### src/rtl/service_counter_bank.sv
// Three-lane service counter bank. Each lane takes a customer from the
// dispatcher, counts its service time down on tick strobes and pulses done
// when finished. A shared counter totals completions, saturating at 255.

package scb_pkg;
  localparam int VEC_W = 4;

  typedef struct packed {
    logic             ld;
    logic [VEC_W-1:0] dn;
    logic [VEC_W-1:0] dt;
  } lane_req_t;

  typedef struct packed {
    logic             busy;
    logic             done;
    logic             err;
    logic [VEC_W-1:0] cur;
    logic [VEC_W-1:0] rem;
  } lane_rsp_t;
endpackage

// One service lane: IDLE -> SERVE -> DONE -> IDLE (or IDLE -> DONE for dt=0).
module scb_lane
  import scb_pkg::*;
(
  input  logic      clk,
  input  logic      rst_n,
  input  logic      tick,
  input  lane_req_t req,
  output lane_rsp_t rsp
);
  typedef enum logic [1:0] {IDLE, SERVE, DONE} state_t;

  state_t           state, state_nx;
  logic [VEC_W-1:0] cur, cur_nx;
  logic [VEC_W-1:0] rem, rem_nx;
  logic             err, err_nx;

  // State, customer, remaining time and sticky overrun flag
  always_ff @(posedge clk or negedge rst_n) begin
    if (!rst_n) begin
      state <= IDLE;
      cur   <= '0;
      rem   <= '0;
      err   <= 1'b0;
    end else begin
      state <= state_nx;
      cur   <= cur_nx;
      rem   <= rem_nx;
      err   <= err_nx;
    end
  end

  // Next state; a load outside IDLE is dropped and flagged
  always_comb begin
    state_nx = state;
    cur_nx   = cur;
    rem_nx   = rem;
    err_nx   = err;
    case (state)
      IDLE: begin
        // A same-cycle tick is ignored here so service spans exactly dt ticks
        if (req.ld) begin
          cur_nx   = req.dn;
          rem_nx   = req.dt;
          state_nx = (req.dt != '0) ? SERVE : DONE;
        end
      end
      SERVE: begin
        if (req.ld) err_nx = 1'b1;
        if (tick) begin
          if (rem > VEC_W'(1)) begin
            rem_nx = rem - VEC_W'(1);
          end else begin
            rem_nx   = '0;
            state_nx = DONE;
          end
        end
      end
      DONE: begin
        if (req.ld) err_nx = 1'b1;
        state_nx = IDLE;
        cur_nx   = '0;
        rem_nx   = '0;
      end
      default: state_nx = IDLE;
    endcase
  end

  // busy includes the incoming load so the dispatcher never double-books
  assign rsp = '{(state != IDLE) || req.ld, state == DONE, err, cur, rem};
endmodule

module service_counter_bank
  import scb_pkg::*;
(
  input  logic       clk,
  input  logic       rst_n,
  input  logic       tick,
  input  logic       ld1,
  input  logic       ld2,
  input  logic       ld3,
  input  logic [3:0] dn1,
  input  logic [3:0] dn2,
  input  logic [3:0] dn3,
  input  logic [3:0] dt1,
  input  logic [3:0] dt2,
  input  logic [3:0] dt3,
  output logic [2:0] busy,
  output logic [3:0] cur1,
  output logic [3:0] cur2,
  output logic [3:0] cur3,
  output logic [3:0] rem1,
  output logic [3:0] rem2,
  output logic [3:0] rem3,
  output logic [2:0] done,
  output logic [7:0] served,
  output logic [2:0] err
);
  localparam int NUM_LANES = 3;

  lane_req_t [NUM_LANES-1:0] req;
  lane_rsp_t [NUM_LANES-1:0] rsp;
  logic      [1:0]           n_done;
  logic      [8:0]           served_sum;

  assign req[0] = '{ld1, dn1, dt1};
  assign req[1] = '{ld2, dn2, dt2};
  assign req[2] = '{ld3, dn3, dt3};

  for (genvar g = 0; g < NUM_LANES; g++) begin : g_lane
    scb_lane u_lane (
      .clk  (clk),
      .rst_n(rst_n),
      .tick (tick),
      .req  (req[g]),
      .rsp  (rsp[g])
    );
    assign busy[g] = rsp[g].busy;
    assign done[g] = rsp[g].done;
    assign err[g]  = rsp[g].err;
  end

  assign cur1 = rsp[0].cur;
  assign cur2 = rsp[1].cur;
  assign cur3 = rsp[2].cur;
  assign rem1 = rsp[0].rem;
  assign rem2 = rsp[1].rem;
  assign rem3 = rsp[2].rem;

  // Completions this cycle and the unsaturated running total
  always_comb begin
    n_done     = 2'(done[0]) + 2'(done[1]) + 2'(done[2]);
    served_sum = {1'b0, served} + 9'(n_done);
  end

  // Saturating completion counter
  always_ff @(posedge clk or negedge rst_n) begin
    if (!rst_n) served <= '0;
    else        served <= served_sum[8] ? 8'hFF : served_sum[7:0];
  end
endmodule

### config.mk
export PLATFORM = sky130hd
export DESIGN_NAME = service_counter_bank
export DESIGN_NICKNAME = d
export VERILOG_FILES = /design/src/rtl/service_counter_bank.sv
export SDC_FILE = /design/constraint.sdc
export NUM_CORES = 1
export LEC_CHECK = 0
export ABC_AREA = 1
export BUFFER_PORTS_ARGS = -buffer_cell sky130_fd_sc_hd__buf_2
export CORE_MARGIN = 4
export CORE_UTILIZATION = 57
export DETAILED_ROUTE_END_ITERATION = 10
export GPL_TIMING_DRIVEN = 1
export PLACE_DENSITY = 0.95
export SKIP_LAST_GASP = 1
export SYNTH_ARGS = -nofsm -noshare
export SYNTH_HDL_FRONTEND = slang
export SYNTH_SLANG_ARGS = --single-unit
### constraint.sdc
create_clock -name clk -period 6.76 [get_ports clk]
set_input_delay 1.69 -clock clk [delete_from_list [all_inputs] [get_ports clk]]
set_output_delay 1.69 -clock clk [all_outputs]
set_load 0.03 [all_outputs]
==> results.ini <==
[pwr]
power_frac_seq_pct=25.0
power.internal_mw=0.885
p_sw_mw=0.920
clock_power_share_pct=13.2
powerDensity_nw_per_um2=584
power_frac_comb_pct=61.8
switching_share_pct=51.0
ir_worst_vdd_mv=0.336
p_leak_nw=1.78
finalPower_mw=1.80

[setup_path]
path_cells=buf_2 -> inv_1 -> nand2_1 -> buf_2
cp-start-kind=primary input
cp_top_family=buffers and inverters
cp_slowest_cell=buf_2
critPathKind=primary input to output port
worst-path-buf-inv=3
max_stage_delay_ns=0.19
path_max_fanout=3
crit_path_end_kind=output port
crit_arrival_ns=2.16
cpMostUsedCell=buf_2
critPathRequiredTime_ns=5.07

[clock_tree]
numCtsBuffers=5
cts.reportedPaths.clkPinSlew_ns=0.08
cts_buffer_depth=2
insertion_delay_ns=0.30
cts-root-buf=clkbuf_8
cts-resized-gates=0
hold_buffers=0
cts_tree=built
cts_setup_buffers=0
htreeDepth=2
clkSinkCount=41

[timing]
worst_slew_pin_slew_ns=0.893
setup_viol=0
max_slew_margin_pct=40.4
clock_skew_ns=0.00472
setup_tns_ns=0
finalHoldViolCount=0
fmax_mhz=260
post-route-period-util_pct=56.9
min_period_ns=3.85
final-max-slew-violation-count=0
rsz0062_at_grt=false
setup_slack_ns=2.91

[yosys]
synth_simple_gate_area_share_pct=27.4
synth_top_area_cell=dfrtp_1
synth_mux_area_share_pct=0
synthesis.nets=394
post-synth-top-count-cell=inv_1
synth-xor-area-share_pct=0.676
postSynthCellCount=345
synth_compound_area_share_pct=9.75
synth.ff_latch_count=41
synthesis.area_um2=2590
synthTopCellsByCount=inv_1, nand2_1, nor2_1, dfrtp_1, nand3_1
synth_top_area_share_pct=39.6
synth_top_family_by_area=simple AND/OR/NAND/NOR gates
synth-seq-area-share_pct=39.6
synth_adder_area_share_pct=9.75
ys_top_cells_by_area=dfrtp_1, inv_1, nand2_1
syn_area_per_cell_um2=7.51
synth-edff-count=0
synthFlopType=dfrtp_1
yosys_warnings=0
async_reset_ff_share_pct=100
synth_cell_types=23

[global_routing]
grt_usage_pct=21.2
grt_max_degree=42
overflow=0
grt_antenna_before_repair=0
grt_pass1_vias=2122
grt_pass1_wl_um=9290

[finish]
drive_above_1_share_pct=20.4
layout.nets=465
num-fill-cells=372
diodes=0
area_delta_synth_final_pct=19.3
stdcell_area_um2=3090

[routing]
num_vias=2361
wl_per_cell_um=12.1
ant_nets=0
drt_wl_total_um=5680
post-route-drc-count=0
avgViaCountPerCell=5.03
drt_iter0_drc=75
drtPass1Iterations=4

[placement]
gp_congestion=0.878
detailedPlace.worstSlack_ns=2.91
hpwl_um=4430
placed_area_um2=2960
port_buffers=70

[die]
rows=24
io_pins=71
die_area_um2=5690
fp.dieH_um=75.4
initial_core_util_pct=59.1
core_um2=4380
dieWidth_um=75.4

[run_status]
status=complete, no violations

[worst_hold_path]
hold_class=register to register

[job]
maxCapViolCount=0

state kept, by name (all words and copies together) (netlist names):
signal               flops
g_lane.u_lane.cur       12
g_lane.u_lane.err        3
g_lane.u_lane.rem       12
g_lane.u_lane.state      6
served                   8
routing by layer:
metal,global-route usage [%],up-vias,part of all wire (%),routed length (um)
li1,-,1210,-,-
met2,36.4,64,50,2860
met4,6.41,0,1.5,88
met5,0,-,0,0
met3,4.62,10,5.3,303
met1,26.9,1077,43,2430
final cells by class:
cell class | count | area, um2 | area share (%)
Clock buffer | 5 | 68.8 | 2.22
Multi-Input combinational cell | 223 | 1230 | 39.8
Sequential cell | 41 | 1030 | 33.2
Timing Repair Buffer | 70 | 350 | 11.3
Tap cell | 52 | 65.1 | 2.10
Clock inverter | 3 | 68.8 | 2.22
Inverter | 75 | 282 | 9.10
cells in the final DEF, fill, tap and decap left out, drive strengths merged, types with 2 or more instances in the layout:
cell type,synthesis,final
a21oi,8,8
fa,2,2
ha,17,17
or2,4,4
a21boi,9,9
o21bai,3,3
dfrtp,41,41
o21ai,17,17
buf,6,70
a22oi,2,2
nand3,31,31
nand4,9,9
xor2,2,2
clkbuf,0,5
nor2,42,42
bufinv,0,2
inv,75,76
o21a,3,3
nand2,71,71
final timing paths:
check	from	endpoint	cells past startpoint	slack [ns]
min in group asynchronous	rst_n	g_lane[2].u_lane.err	1	1.51
max in group asynchronous	rst_n	g_lane[1].u_lane.rem[3]	1	4.69
setup / recovery	ld1	busy[0]	4	2.91
hold reg to reg	g_lane[0].u_lane.err	g_lane[0].u_lane.err	1	0.48
setup reg to reg	g_lane[0].u_lane.state[0]	served[2]	13	4.08
hold / removal	g_lane[0].u_lane.err	g_lane[0].u_lane.err	1	0.48
power groups by stage:
stage / Sequential (mW) / Clock [mW] / Combinational [mW]
final: 0.451 / 0.239 / 1.12
after floorplan: 0.621 / 0 / 0.696
after global placement: 0.445 / 0 / 1.07
after detailed placement: 0.451 / 0 / 1.12
after CTS: 0.450 / 0.243 / 1.13
after global routing: 0.466 / 0.255 / 1.26
kinds of logic after synthesis:
logic type | count (synthesis)
and+or+nand+nor | 160
buffers and inverters | 81
AOI/OAI and AO/OA | 42
DFF | 41
adders and majority gates | 19
xor gates and xnor gates | 2
through the flow:
stage                     hold WS (ns)  utilization (%)  instances
after global routing             0.502             70.5        469
after CTS                        0.482             70.5        469
after global placement           0.458             67.4        461
final                            0.476             70.5        469
after detailed placement         0.461             67.4        461
after floorplan                  0.444                -        345
Note: power is estimated with default switching activity, not from simulation.
